[src/rtl/out_port_alloc_pkg.sv]
// Shared router constants, flit field layout and allocator types.
// Imported by the output-port allocator, its interface and the input ports.
package out_port_alloc_pkg;

    localparam int unsigned FLIT_SIZE   = 16;
    localparam int unsigned OUTPORT_CNT = 7;
    localparam int unsigned VC_SIZE     = 4;
    localparam int unsigned VC_W        = 2;
    localparam int unsigned BUF_DEPTH   = 4;
    localparam int unsigned CNT_W       = 3;
    localparam int unsigned PORT_W      = $clog2(OUTPORT_CNT);

    // Flit header layout: head and tail flags in the MSBs, then the target VC
    localparam int unsigned FLIT_HEAD_BIT = FLIT_SIZE - 1;
    localparam int unsigned FLIT_TAIL_BIT = FLIT_SIZE - 2;
    localparam int unsigned FLIT_VC_LSB   = FLIT_SIZE - 2 - VC_W;

    typedef enum logic {
        ST_IDLE,
        ST_LOCKED
    } alloc_state_e;

    typedef struct packed {
        logic [FLIT_SIZE-1:0] flit;
        logic [VC_W-1:0]      vc;
    } link_flit_t;

    function automatic logic [PORT_W-1:0] wrap_inc(input logic [PORT_W-1:0] p);
        return (p == PORT_W'(OUTPORT_CNT - 1)) ? '0 : p + PORT_W'(1);
    endfunction

endpackage

[src/rtl/out_port_alloc_if.sv]
// Request/grant and link signals between the input ports and one output allocator.
interface out_port_alloc_if;
    import out_port_alloc_pkg::*;

    logic [OUTPORT_CNT-1:0]           req;
    logic [OUTPORT_CNT-1:0]           req_head;
    logic [OUTPORT_CNT-1:0]           req_tail;
    logic [OUTPORT_CNT*VC_W-1:0]      req_vc;
    logic [OUTPORT_CNT*FLIT_SIZE-1:0] flit_in;
    logic [OUTPORT_CNT-1:0]           grant;
    logic [VC_SIZE-1:0]               credit_in;
    logic [FLIT_SIZE-1:0]             flit_out;
    logic                             flit_out_valid;
    logic [VC_W-1:0]                  flit_out_vc;
    logic [OUTPORT_CNT-1:0]           owner;
    logic                             credit_err;

    modport master (
        output req, req_head, req_tail, req_vc, flit_in, credit_in,
        input  grant, flit_out, flit_out_valid, flit_out_vc, owner, credit_err
    );

    modport slave (
        input  req, req_head, req_tail, req_vc, flit_in, credit_in,
        output grant, flit_out, flit_out_valid, flit_out_vc, owner, credit_err
    );

endinterface

[src/rtl/out_port_alloc_rr_arbiter.sv]
// Combinational round-robin arbiter: first request at or after ptr_i wins.
// Kept generic so VC allocation can reuse it.
module rr_arbiter #(
    parameter  int unsigned N     = 4,
    localparam int unsigned PTR_W = (N > 1) ? $clog2(N) : 1
) (
    input  logic [N-1:0]     req_i,
    input  logic [PTR_W-1:0] ptr_i,
    output logic [N-1:0]     gnt_o
);

    localparam int unsigned SUM_W = PTR_W + 1;

    logic [SUM_W-1:0] sum;
    logic [PTR_W-1:0] idx;
    logic             found;

    always_comb begin
        gnt_o = '0;
        found = 1'b0;
        sum   = '0;
        idx   = '0;
        for (int unsigned k = 0; k < N; k++) begin
            sum = {1'b0, ptr_i} + SUM_W'(k);
            if (sum >= SUM_W'(N)) begin
                sum = sum - SUM_W'(N);
            end
            idx = sum[PTR_W-1:0];
            if (!found && req_i[idx]) begin
                gnt_o[idx] = 1'b1;
                found      = 1'b1;
            end
        end
    end

endmodule

[src/rtl/out_port_alloc.sv]
// Output-port switch allocator: round-robin with wormhole locking, per-VC
// downstream credit tracking and a registered link stage.
module out_port_alloc
    import out_port_alloc_pkg::*;
(
    input  logic         clk,
    input  logic         reset_n,
    out_port_alloc_if.slave port_if
);

    localparam int unsigned N_IN = OUTPORT_CNT;

    alloc_state_e         state_q, state_d;
    logic [N_IN-1:0]      owner_q, owner_d;
    logic [PORT_W-1:0]    owner_idx_q, owner_idx_d;
    logic [PORT_W-1:0]    rr_ptr_q, rr_ptr_d;
    logic [VC_W-1:0]      lock_vc_q, lock_vc_d;
    logic [CNT_W-1:0]     credit_q [VC_SIZE];
    logic [CNT_W-1:0]     credit_d [VC_SIZE];
    logic                 credit_err_q, credit_err_d;
    link_flit_t           link_q, link_d;
    logic                 link_valid_q;

    logic [VC_W-1:0]      in_vc   [N_IN];
    logic [FLIT_SIZE-1:0] in_flit [N_IN];
    logic [N_IN-1:0]      eligible;
    logic [N_IN-1:0]      arb_gnt;
    logic [PORT_W-1:0]    arb_idx;
    logic [N_IN-1:0]      grant_c;
    logic [PORT_W-1:0]    send_idx;
    logic [VC_W-1:0]      send_vc;
    logic                 send;

    // Input 0 sits in the MSBs of the flattened buses
    for (genvar i = 0; i < N_IN; i++) begin : g_unpack
        assign in_vc[i]    = port_if.req_vc[(N_IN-1-i)*VC_W +: VC_W];
        assign in_flit[i]  = port_if.flit_in[(N_IN-1-i)*FLIT_SIZE +: FLIT_SIZE];
        assign eligible[i] = port_if.req[i] & port_if.req_head[i]
                           & (credit_q[in_vc[i]] != '0);
    end

    rr_arbiter #(.N(N_IN)) u_arb (
        .req_i (eligible),
        .ptr_i (rr_ptr_q),
        .gnt_o (arb_gnt)
    );

    always_comb begin
        arb_idx = '0;
        for (int unsigned i = 0; i < N_IN; i++) begin
            if (arb_gnt[i]) arb_idx = PORT_W'(i);
        end
    end

    // Grant selection and lock / pointer bookkeeping
    always_comb begin
        state_d     = state_q;
        owner_d     = owner_q;
        owner_idx_d = owner_idx_q;
        rr_ptr_d    = rr_ptr_q;
        lock_vc_d   = lock_vc_q;
        grant_c     = '0;
        send_idx    = owner_idx_q;
        send_vc     = lock_vc_q;
        case (state_q)
            ST_IDLE: begin
                grant_c  = arb_gnt;
                send_idx = arb_idx;
                send_vc  = in_vc[arb_idx];
                if (|arb_gnt) begin
                    if (port_if.req_tail[arb_idx]) begin
                        rr_ptr_d = wrap_inc(arb_idx);
                    end else begin
                        state_d     = ST_LOCKED;
                        owner_d     = arb_gnt;
                        owner_idx_d = arb_idx;
                        lock_vc_d   = in_vc[arb_idx];
                    end
                end
            end
            ST_LOCKED: begin
                if (port_if.req[owner_idx_q] && (credit_q[lock_vc_q] != '0)) begin
                    grant_c = owner_q;
                    if (port_if.req_tail[owner_idx_q]) begin
                        state_d  = ST_IDLE;
                        owner_d  = '0;
                        rr_ptr_d = wrap_inc(owner_idx_q);
                    end
                end
            end
            default: ;
        endcase
        send = |grant_c;
    end

    // Simultaneous send and return cancel; a return at full depth saturates
    always_comb begin
        credit_err_d = credit_err_q;
        for (int unsigned v = 0; v < VC_SIZE; v++) begin
            credit_d[v] = credit_q[v];
            if (send && (send_vc == VC_W'(v)) && !port_if.credit_in[v]) begin
                credit_d[v] = credit_q[v] - CNT_W'(1);
            end else if (port_if.credit_in[v] && !(send && (send_vc == VC_W'(v)))) begin
                if (credit_q[v] == CNT_W'(BUF_DEPTH)) begin
                    credit_err_d = 1'b1;
                end else begin
                    credit_d[v] = credit_q[v] + CNT_W'(1);
                end
            end
        end
    end

    always_comb begin
        link_d      = link_q;
        if (send) begin
            link_d.flit = in_flit[send_idx];
            link_d.vc   = send_vc;
        end
    end

    always_ff @(posedge clk or negedge reset_n) begin
        if (!reset_n) begin
            state_q      <= ST_IDLE;
            owner_q      <= '0;
            owner_idx_q  <= '0;
            rr_ptr_q     <= '0;
            lock_vc_q    <= '0;
            credit_err_q <= 1'b0;
            link_q       <= '0;
            link_valid_q <= 1'b0;
            for (int unsigned v = 0; v < VC_SIZE; v++) begin
                credit_q[v] <= CNT_W'(BUF_DEPTH);
            end
        end else begin
            state_q      <= state_d;
            owner_q      <= owner_d;
            owner_idx_q  <= owner_idx_d;
            rr_ptr_q     <= rr_ptr_d;
            lock_vc_q    <= lock_vc_d;
            credit_err_q <= credit_err_d;
            link_q       <= link_d;
            link_valid_q <= send;
            for (int unsigned v = 0; v < VC_SIZE; v++) begin
                credit_q[v] <= credit_d[v];
            end
        end
    end

    assign port_if.grant          = grant_c;
    assign port_if.flit_out       = link_q.flit;
    assign port_if.flit_out_valid = link_valid_q;
    assign port_if.flit_out_vc    = link_q.vc;
    assign port_if.owner          = owner_q;
    assign port_if.credit_err     = credit_err_q;

endmodule
[src/flat_wrapper.sv]
// flat-port wrapper written by rule: the top's interface ports become plain ports
module out_port_alloc_flat import out_port_alloc_pkg::*;
  (clk, reset_n, port_if_req, port_if_req_head, port_if_req_tail, port_if_req_vc, port_if_flit_in, port_if_credit_in, port_if_grant, port_if_flit_out, port_if_flit_out_valid, port_if_flit_out_vc, port_if_owner, port_if_credit_err);
  out_port_alloc_if port_if_i ();
  input  logic clk;
  input  logic reset_n;
  input wire logic [$bits(port_if_i.req)-1:0] port_if_req;
  input wire logic [$bits(port_if_i.req_head)-1:0] port_if_req_head;
  input wire logic [$bits(port_if_i.req_tail)-1:0] port_if_req_tail;
  input wire logic [$bits(port_if_i.req_vc)-1:0] port_if_req_vc;
  input wire logic [$bits(port_if_i.flit_in)-1:0] port_if_flit_in;
  input wire logic [$bits(port_if_i.credit_in)-1:0] port_if_credit_in;
  output wire logic [$bits(port_if_i.grant)-1:0] port_if_grant;
  output wire logic [$bits(port_if_i.flit_out)-1:0] port_if_flit_out;
  output wire logic [$bits(port_if_i.flit_out_valid)-1:0] port_if_flit_out_valid;
  output wire logic [$bits(port_if_i.flit_out_vc)-1:0] port_if_flit_out_vc;
  output wire logic [$bits(port_if_i.owner)-1:0] port_if_owner;
  output wire logic [$bits(port_if_i.credit_err)-1:0] port_if_credit_err;
  assign port_if_i.req = port_if_req;
  assign port_if_i.req_head = port_if_req_head;
  assign port_if_i.req_tail = port_if_req_tail;
  assign port_if_i.req_vc = port_if_req_vc;
  assign port_if_i.flit_in = port_if_flit_in;
  assign port_if_i.credit_in = port_if_credit_in;
  assign port_if_grant = port_if_i.grant;
  assign port_if_flit_out = port_if_i.flit_out;
  assign port_if_flit_out_valid = port_if_i.flit_out_valid;
  assign port_if_flit_out_vc = port_if_i.flit_out_vc;
  assign port_if_owner = port_if_i.owner;
  assign port_if_credit_err = port_if_i.credit_err;
  out_port_alloc u_core (.clk(clk), .reset_n(reset_n), .port_if(port_if_i));
endmodule
[config.mk]
export PLATFORM = sky130hd
export DESIGN_NAME = out_port_alloc_flat
export DESIGN_NICKNAME = d
export VERILOG_FILES = /design/src/rtl/out_port_alloc_pkg.sv /design/src/rtl/out_port_alloc_if.sv /design/src/rtl/out_port_alloc_rr_arbiter.sv /design/src/rtl/out_port_alloc.sv /design/src/flat_wrapper.sv
export SDC_FILE = /design/constraint.sdc
export NUM_CORES = 1
export LEC_CHECK = 0
export BUFFER_PORTS_ARGS = -buffer_cell sky130_fd_sc_hd__buf_2
export CORE_MARGIN = 4
export CORE_UTILIZATION = 25
export CTS_CLUSTER_DIAMETER = 150
export DETAILED_ROUTE_END_ITERATION = 10
export HOLD_SLACK_MARGIN = 0.05
export SLEW_MARGIN = 20
export SYNTH_ARGS = -nofsm -noshare
export SYNTH_HDL_FRONTEND = slang
export SYNTH_SLANG_ARGS = --single-unit
[constraint.sdc]
create_clock -name clk -period 9.2 [get_ports clk]
set_input_delay 1.38 -clock clk [delete_from_list [all_inputs] [get_ports clk]]
set_output_delay 1.38 -clock clk [all_outputs]
set_load 0.05 [all_outputs]
# Word-level counts from Yosys, hierarchy flattened
# Index checks and enable logic that the tools add are counted.
# word_totals
ff_bits	48
latch_bits	0
ram_bits	0
mem_bits_ro	0
inputBits	153
out_inout_bits	34
n_memories	0
# op_classes
add_sub_neg	23
n_mul	0
div_mod_pow	0
magnitude_cmp	33
n_eq_ne	18
shift	0
n_mux	135
n_bitwise	32
reduce_logical	62
# ops
cell	count
3-bit two-way mux	47
7-bit two-way mux	12
16-bit binary-select mux with 3-bit select	1
3-bit binary-select mux with 2-bit select	8
7-bit OR	6
1-bit two-way mux	40
3-bit by 4-bit < comparator with 1-bit output, second input constant	9
16-bit two-way mux	2
1-bit binary-select mux with 3-bit select	10
7-bit one-hot mux with 2 select lines	2
3-bit >= comparator, second input constant	9
1-bit logical AND	26
4-bit by 3-bit >= comparator with 1-bit output, second input constant	6
2-bit inverter with 3-bit output	8
3-bit nonzero test	8
1-bit demux with 3-bit select	7
3-bit by 1-bit >= comparator with 1-bit output, second input constant	7
3-bit subtractor, second input constant	7
3-bit by 1-bit adder with 3-bit output, second input constant	6
3-bit == test, second input constant	6
1-bit AND	14
1-bit logical NOT	14
7-bit OR reduction	2
3-bit by 3-bit adder with 4-bit output, second input constant	3
other kinds (19)	43

# Logic depth before layout (Yosys ltp)
# Gate-level depths: netlist of the first run.
# logic_depth
ltp_word	53
depth_mapped	29

# Hierarchy
# A second synthesis of the first run with hierarchy kept.
# unflattened
hier_cells	917
area_unflattened_um2	6401.1
# modules_own_cells
mod	n_inst	cells_each	area_each_um2	seq_area_each_um2
out_port_alloc	1	587	4309.1	1206.2
rr_arbiter	1	330	2092.0	0.0

# Worst setup path after synthesis of the first run
# No wires, ideal clock.
# synth_path
kind	register to register
from	register u_core.rr_ptr_q[0]
to	register u_core.credit_q[8] in the netlist's numbering
setup_ns	0.085
arrival_time_ns	6.602
required_time_ns	9.115
setup_slack_ns	2.513
path_stages_with_launch	30
path_buffers	7
synth_period_minus_slack_ns	6.687
path_cell_list	dfrtp_1 -> buf_2 -> buf_2 -> inv_1 -> clkbuf_1 -> ha_1 -> buf_2 -> buf_1 -> clkbuf_1 -> nand2_1 -> nor3_1 -> o211ai_1 -> nand4_1 -> o21ai_0 -> nor2_1 -> nand3_1 -> o2111ai_1 -> a21boi_0 -> or4_1 -> or4_4 -> buf_6 -> a21boi_1 -> and2_1 -> ha_1 -> inv_1 -> fa_1 -> nor3_1 -> a21oi_1 -> o21ai_0 -> o31ai_1
# synth_between
word_cells_on_any_way	129
cone_classes	add/sub: 13; order compare: 21; eq/ne: 2; mux: 60; bitwise: 7; reduce/logical: 26
# synth_lines
element	line_no	rtl
start: declaration	out_port_alloc.sv:16	logic [PORT_W-1:0] rr_ptr_q, rr_ptr_d;
start signal: assignment	out_port_alloc.sv:138	rr_ptr_q <= rr_ptr_d;
parallel branches: the longest is 22 deep, another holds 3-bit by 1-bit adder with 4-bit output	--	
7-bit two-way mux *	out_port_alloc_rr_arbiter.sv:29	if (!found && req_i[idx]) begin
7-bit one-hot mux with 2 select lines *	out_port_alloc.sv:65	case (state_q)
named net port_if_grant[3]	flat_wrapper.sv:13	output wire logic [$bits(port_if_i.grant)-1:0] port_if_grant;
7-bit OR reduction *	out_port_alloc.sv:93	send = |grant_c;
1-bit logical AND *	out_port_alloc.sv:101, out_port_alloc.sv:103	
1-bit logical NOT	out_port_alloc.sv:103	end else if (port_if.credit_in[v] && !(send && (send_vc == VC_W'(v)))) begin
1-bit logical AND	out_port_alloc.sv:103	
2-bit nonzero test (no line)	--	
2-bit AND reduction (no line)	--	
end signal: indexed assignment	out_port_alloc.sv:132	credit_q[v] <= CNT_W'(BUF_DEPTH);
end signal: indexed assignment	out_port_alloc.sv:144	credit_q[v] <= credit_d[v];
end: declaration	out_port_alloc.sv:18	logic [CNT_W-1:0] credit_q [VC_SIZE];
# Mark *: on every way through the listed nets, which the timed path passes. The select of a mux whose other input is x is not followed.
# A chain may end at the register's enable or synchronous reset.

# Worst setup path after layout of the first run
# layout_path
from	register u_core.rr_ptr_q[1]
to	register u_core.credit_q[8] in the netlist's numbering
# layout_between
elab_chain_len	40
word_cells_on_any_way	129
cone_classes	add/sub: 13; order compare: 21; eq/ne: 2; mux: 60; bitwise: 7; reduce/logical: 26
# layout_rtl
element	line_no	rtl
parallel branches: the longest is 22 deep, another holds 3-bit by 1-bit adder with 4-bit output	--	
7-bit two-way mux *	out_port_alloc_rr_arbiter.sv:29	
1-bit two-way mux	out_port_alloc.sv:51	if (arb_gnt[i]) arb_idx = PORT_W'(i);
3-bit two-way mux (5 in a row)	out_port_alloc.sv:51	
3-bit inverter with 4-bit output (not written as such)	out_port_alloc.sv:69	send_vc = in_vc[arb_idx];
2-bit binary-select mux with 3-bit select	out_port_alloc.sv:69	
2-bit two-way mux (not written as such) (2 in a row)	out_port_alloc.sv:69	
2-bit two-way mux	out_port_alloc.sv:65	
2-bit by 1-bit == test with 1-bit output	out_port_alloc.sv:101, out_port_alloc.sv:103	
1-bit logical AND *	out_port_alloc.sv:101, out_port_alloc.sv:103	
1-bit logical NOT	out_port_alloc.sv:103	
1-bit logical AND	out_port_alloc.sv:103	
2-bit nonzero test (no line)	--	
2-bit AND reduction (no line)	--	
# Mark *: on every way between the ends. The select of a mux whose other input is x is not followed.

==> summary.txt, run 1 <==
Setup path
  • Worst Setup Start Kind: flop
  • Worst r2r dst: u_core.credit_q[8]
  • R2r worst-path depth: 23
  • Slowest cell delay on critical path: 1.05 ns
  • R2r setup slk: 0.97 ns
  • CP max stage cell: ha_1
  • CP required: 9.43 ns
  • Crit path DAT: 8.46 ns
  • Worst Path Max Fanout: 31
  • Setup crit end kind: flop
  • Cells along the critical path: inv_1, ha_1, clkinv_1, nand3_1, o21ai_0, a222oi_1, nand4_1, nand4b_1, nor3_1, nor4_2, nand3_1, mux2_2, a31oi_1, o311ai_0, mux2i_1, and2_1, ha_1, inv_1, fa_1, nor3_1, a21oi_1, o21ai_0, o31ai_1
  • R2R Path Start: u_core.rr_ptr_q[1]
  • Crit Path Category: reg2reg

Timing
  • Slew headroom: 23.88%
  • Slew Limit Fails: 0
  • Unrepaired setup endpoints after global routing: no
  • Hold WS: 0.5110 ns
  • Peak Freq: 121.5 MHz
  • Fin. Hold Viols: 0
  • Final Setup Violations: 0
  • Layout Skew: 0.007164 ns
  • Tcrit/Tclk final: 89.49%
  • Tightest Pin Transition: 1.138 ns
  • Fin crit period: 8.233 ns
  • Setup TNS: 0 ns

Floorplanning
  • Core box area: 0.02525 sq mm
  • Height of the die: 168.5 microns
  • Die area: 0.02838 sq mm
  • Die width: 168.5 microns
  • Placement Rows: 58
  • I/O pin count: 187
  • Initial Util: 25.49%

Routing
  • Drt pass-1 iters: 6
  • DRT Wirelength: 27.18 mm
  • Via count: 7377
  • Wire per inst: 21.20 microns
  • Routed Antenna Nets: 0
  • DRC Markers: 0
  • Initial drt markers: 740
  • Via/cell ratio: 5.754

Logic synthesis
  • Yosys top cell area share: 17.11%
  • Top FF cell, synth: dfrtp_1
  • Top post-synthesis cells by area: dfrtp_1 17%, mux2_2 6.6%, nand3_1 4.4%, nor2_1 4.2%, ha_1 3.7%
  • Area leader, netlist: dfrtp_1
  • Warnings, synthesis: 0
  • Synth cell types: 99
  • Post-Syn Area: 0.006436 sq mm
  • Mapped Nets: 979
  • Avg Cell Area, Syn: 8.025 sq um
  • Mapped Cells: 802
  • Seq/Total Area, Yosys: 18.74%
  • Flops & latches, synth: 48
  • Ys async rst share: 100.0%
  • Number of synthesized flops with an enable pin: 0

CTS
  • CTS root buf: clkbuf_16
  • Clock latency on the worst-skew pair: 0.30 ns
  • H-tree depth: 2
  • Hold-fix buffers, CTS: 0
  • Post-CTS Setup Repair Bufs: 0
  • Worst-path clk slew: 0.07 ns
  • Clock sinks: 48
  • Post-CTS sizing: 0
  • CTS max path bufs: 2
  • Total CTS buffers: 5
  • CTS tree: done

Global route
  • GRT Residual Overflow: 0
  • Gr usage total: 18.26%
  • Antenna violations before repair: 0
  • First-pass GRT wire length: 41.61 mm
  • Met2 Track Usage GR: 28.28%
  • Met3 usage: 2.639%
  • Vias in the first global route: 6957
  • Top Usage Layer GRT: met2
  • Largest net degree at the start of global routing: 49
  • GR Layer Usage met1: 26.24%

Placement
  • Hpwl dp: 21.87 mm
  • GPL Wtd Cong: 0.9659
  • Buffers on Ports: 186

Finish
  • Most frequent cells in the layout: 186 x buf_2, 72 x nor2_1, 57 x nand3_1
  • Share of layout cells above drive strength 1: 31.41%
  • Antenna Cells: 0
  • Count of nets after finishing: 1128
  • FILL cells: 2756
  • Commonest non-fill, non-tap cell in the layout: buf_2
  • Synth-to-Final Area Change: 21.01%

Hold path
  • Worst hold path class: reg2reg
  • HP Start: u_core.port_if.flit_out_vc[0]
  • Hold path endpoint: u_core.port_if.flit_out_vc[0]
  • Worst Hold Depth: 2

Run
  • Maxcap violations: 0

Run status
  • Run status: finished clean
-- critical path, delay by kind of cell (launching register included) --
family                     cells  cell delay (ns)
AOI/OAI and AO/OA              7             1.28
adders and majority gates      3             1.75
muxes                          2             1.03
DFF                            1             0.73
buffers and inverters          3             1.07
and+or+nand+nor                8             2.27
-- flip-flops by register name (all words and copies together) (netlist names), 2 cells and up --
signal / flops
u_core.rr_ptr_q: 3
u_core.owner_idx_q: 3
u_core.port_if.flit_out: 16
u_core.credit_q: 12
u_core.port_if.flit_out_vc: 2
u_core.port_if.owner: 7
u_core.lock_vc_q: 2
-- cells by family after synthesis --
kind of cell | synth area share, %
buffers and inverters | 6.435
multiplexers | 11.28
flip-flops | 18.74
XOR/XNOR | 0.9526
adder cells (fa/ha/maj) | 5.249
AO/OA/AOI/OAI | 29.59
AND/OR/NAND/NOR | 27.76
-- stage by stage --
step / area (sq um) / utilization (%) / instances / setup WS (ns)
2_1_floorplan: 6436 / - / 802 / 2.513
3_5_place_dp: 7590 / 30.05 / 1274 / 1.203
4_1_cts: 7784 / 30.82 / 1282 / 1.156
6_report: 7789 / 30.84 / 1282 / 0.9670
3_3_place_gp: 7590 / 30.05 / 1274 / 1.388
5_1_grt: 7789 / 30.84 / 1282 / 0.2033
-- area by class of cell --
class	instances	area [sq um]	area share, %
Multi-Input combinational cell	661	4835	62.07
Sequential cell	48	1206	15.49
Timing Repair Buffer	193	983.4	12.63
Tap cell	330	412.9	5.301
Inverter	42	157.7	2.024
Clock buffer	5	125.1	1.606
Clock inverter	3	68.82	0.8835
-- how the worst max path moves through the flow --
| stage | from | endpoint | slack, ns | depth (start not counted) |
|---|---|---|---|---|
| floorplan | u_core.rr_ptr_q[0] | u_core.credit_q[8] | 2.51 | 29 |
| global route | u_core.rr_ptr_q[1] | u_core.credit_q[8] | 0.20 | 23 |
| CTS | u_core.rr_ptr_q[1] | u_core.credit_q[8] | 1.16 | 23 |
| detailed placement | u_core.rr_ptr_q[1] | u_core.credit_q[8] | 1.20 | 23 |
| global placement | u_core.rr_ptr_q[1] | u_core.credit_q[11] | 1.39 | 21 |
| finish | u_core.rr_ptr_q[1] | u_core.credit_q[8] | 0.97 | 23 |
-- layer usage --
metal  vias up  part of all wire (%)  routed length, microns
met1      3593                    45                   12150
met5         -                     0                       0
met4         0                   3.4                     923
li1       3413                     -                       -
met3        56                   6.3                    1721
met2       315                    46                   12390
-- Yosys cell counts, types with 4 or more instances --
cell type	n
a2111oi_2	4
a211o_1	4
a211oi_1	8
a21o_1	6
a21oi_1	28
a221o_1	5
a222oi_1	16
a22o_1	5
a22oi_1	5
a31oi_1	15
a41oi_1	4
a41oi_2	14
and3_1	6
buf_1	6
buf_2	18
buf_6	4
clkbuf_1	19
dfrtp_1	44
dfstp_2	4
fa_1	5
ha_1	19
inv_1	41
mux2_2	38
mux2i_1	23
nand2_1	52
nand2b_1	9
nand3_1	57
nand4_1	15
nand4b_1	4
nor2_1	72
nor2b_1	15
nor3_1	31
nor3b_1	6
nor4_1	21
nor4b_1	6
o2111ai_1	4
o211ai_1	14
o21ai_0	41
o22ai_1	4
o31ai_1	11
or2_2	5
xnor2_1	5
Power of run 1 is left out: the tool's default activity adds up to more than one toggle a clock period on the data nets, which glitch-free logic cannot reach.
==> run 2: changes to the inputs <==
--- a/config.mk
+++ b/config.mk
@@ -16,2 +16,3 @@
 export SYNTH_HDL_FRONTEND = slang
 export SYNTH_SLANG_ARGS = --single-unit
+export TNS_END_PERCENT = 30
==> constraint.sdc (replaced) <==
create_clock -name clk -period 9.2 [get_ports clk]
set_input_delay 1.84 -clock clk [delete_from_list [all_inputs] [get_ports clk]]
set_output_delay 1.84 -clock clk [all_outputs]
set_load 0.05 [all_outputs]
==> run 2 against run 1 <==
Compared with the run above: critical path depth down 1; wire length increased by 0.86%; cell area up 1.3%; core utilization up 0.41 points; clock-buffer cell count grew 1; worst hold slack improved by 0.0050 ns; critical endpoint unchanged; largest cell class unchanged.
==> summary.txt, run 2 (same netlist as run 1, synthesis figures left out) <==
CTS
  • CTS root buf: clkbuf_16 (unchanged)
  • Worst-path clk slew: 0.07 ns (about the same)
  • Clock sinks: 48 (unchanged)
  • CTS tree: done (unchanged)
  • Post-CTS sizing: 0 (unchanged)
  • Post-CTS Setup Repair Bufs: 0 (unchanged)
  • Clock latency on the worst-skew pair: 0.30 ns (about the same)
  • Total CTS buffers: 5 (unchanged)
  • Hold-fix buffers, CTS: 0 (unchanged)
  • CTS max path bufs: 2 (unchanged)
  • H-tree depth: 2 (unchanged)

Timing
  • Layout Skew: 0.005221 ns (was 0.007164 ns)
  • Setup TNS: 0 ns (unchanged)
  • Fin. Hold Viols: 0 (unchanged)
  • Tcrit/Tclk final: 82.26% (was 89.49%)
  • Final Setup Violations: 0 (unchanged)
  • Slew headroom: 26.30% (was 23.88%)
  • Fin crit period: 7.568 ns (was 8.233 ns)
  • Tightest Pin Transition: 1.101 ns (was 1.138 ns)
  • Unrepaired setup endpoints after global routing: no (unchanged)
  • Peak Freq: 132.1 MHz (was 121.5 MHz)
  • Slew Limit Fails: 0 (unchanged)

Placement
  • Cell total after placement: 1289 (was 1274)
  • Hpwl dp: 22.12 mm (was 21.87 mm)
  • Buffers on Ports: 186 (unchanged)
  • GPL Wtd Cong: 1.001 (was 0.9659)

Finish
  • Commonest non-fill, non-tap cell in the layout: buf_2 (unchanged)
  • Most frequent cells in the layout: 186 x buf_2, 72 x nor2_1, 57 x nand3_1 (unchanged)
  • Share of layout cells above drive strength 1: 32.26% (was 31.41%)
  • Antenna Cells: 0 (unchanged)
  • Largest register FFs: 16 (unchanged)
  • Count of nets after finishing: 1143 (was 1128)
  • Non-filler cells, final: 1297 (was 1282)
  • Synth-to-Final Area Change: 22.61% (was 21.01%)

Global route
  • Antenna violations before repair: 0 (unchanged)
  • Gr usage total: 18.24% (was 18.26%)
  • GRT Residual Overflow: 0 (unchanged)
  • First-pass GRT wire length: 41.48 mm (was 41.61 mm)
  • Vias in the first global route: 6993 (was 6957)
  • Largest net degree at the start of global routing: 49 (unchanged)

Setup path
  • Worst Setup Start Kind: primary input (was flop)
  • Setup crit end kind: flop (unchanged)
  • R2r setup slk: 1.65 ns (was 0.97 ns)
  • Crit Path Category: in2reg (was reg2reg)
  • Worst r2r dst: u_core.credit_q[8] (unchanged)
  • Worst Path Max Fanout: 17 (was 31)
  • Crit path DAT: 7.79 ns (was 8.46 ns)
  • CP required: 9.42 ns (was 9.43 ns)
  • R2r worst-path depth: 24 (was 23)
  • R2R Path Start: u_core.rr_ptr_q[0] (was u_core.rr_ptr_q[1])

Routing
  • Routed Antenna Nets: 0 (unchanged)
  • Drt pass-1 iters: 6 (unchanged)
  • Via count: 7418 (was 7377)
  • Wire per inst: 21.14 microns (was 21.20 microns)
  • DRT Wirelength: 27.42 mm (was 27.18 mm)
  • DRC Markers: 0 (unchanged)
  • Via/cell ratio: 5.719 (was 5.754)
  • Initial drt markers: 831 (was 740)

Floorplanning
  • Height of the die: 168.5 microns (unchanged)
  • I/O pin count: 187 (unchanged)
  • Die area: 0.02838 sq mm (unchanged)
  • Initial Util: 25.49% (unchanged)
  • Placement Rows: 58 (unchanged)
  • Core box area: 0.02525 sq mm (unchanged)
  • Die width: 168.5 microns (unchanged)

Run
  • Maxcap violations: 0 (unchanged)

Hold path
  • Worst Hold Depth: 2 (unchanged)
  • HP Start: u_core.port_if.flit_out_vc[0] (unchanged)
  • Hold path endpoint: u_core.port_if.flit_out_vc[0] (unchanged)
  • Worst hold path class: reg2reg (unchanged)

Run status
  • Run status: finished clean (unchanged)
-- run 2: worst max-delay path, cell delays in order --
cell and delay (ns):
buf_2 0.16, nor4_1 0.07, a211oi_1 0.61, nor4_1 0.15
a2111oi_2 0.49, nand4_2 0.51, nand4_1 0.28, o211ai_1 0.14
nor4_1 0.52, nand4b_1 0.35, buf_4 0.27, a31oi_1 0.15
o311ai_0 0.20, mux2i_1 0.52, and2_1 0.21, ha_1 0.22
inv_1 0.12, fa_1 0.49, nor3_1 0.19, a21oi_1 0.05
o21ai_0 0.15, o31ai_1 0.09
-- run 2: worst max-delay path by stage --
stage,startpoint,end,cells past startpoint
after floorplan,port_if_req[3],u_core.credit_q[8],22
final,port_if_req_vc[8],u_core.credit_q[8],22
after global routing,port_if_req_vc[13],u_core.credit_q[8],22
after CTS,port_if_req_vc[13],u_core.credit_q[8],22
after global placement,port_if_req_vc[13],u_core.credit_q[8],22
after detailed placement,port_if_req_vc[13],u_core.credit_q[8],22
-- run 2: layer usage --
| layer | part of all wire [%] | global-route usage [%] | up-vias |
|---|---|---|---|
| li1 | - | - | 3450 |
| met1 | 45 | 25.96 | 3633 |
| met2 | 46 | 28.32 | 289 |
| met3 | 6.1 | 2.802 | 46 |
| met4 | 3.3 | 5.893 | 0 |
| met5 | 0 | 0 | - |
-- run 2: cell type report --
class | instances | area (sq um)
well taps | 330 | 412.9
fillers | 2759 | 17360
flip-flops and latches | 48 | 1206
inverters | 42 | 157.7
clock inverters | 2 | 60.06
repair buffers | 208 | 1096
multi-input cells | 661 | 4830
clock buffers | 6 | 128.9
-- run 2: per-stage QoR --
stage	worst slack (ns)	hold WS, ns	util [%]	area [sq um]
after floorplan	2.064	0.5111	-	6436
after global placement	1.357	0.5024	30.50	7702
after detailed placement	1.396	0.4877	30.50	7702
after CTS	1.707	0.5215	31.25	7891
after global routing	1.011	0.5464	31.25	7891
final	1.632	0.5160	31.25	7891
Power of run 2 is left out for the same reason.
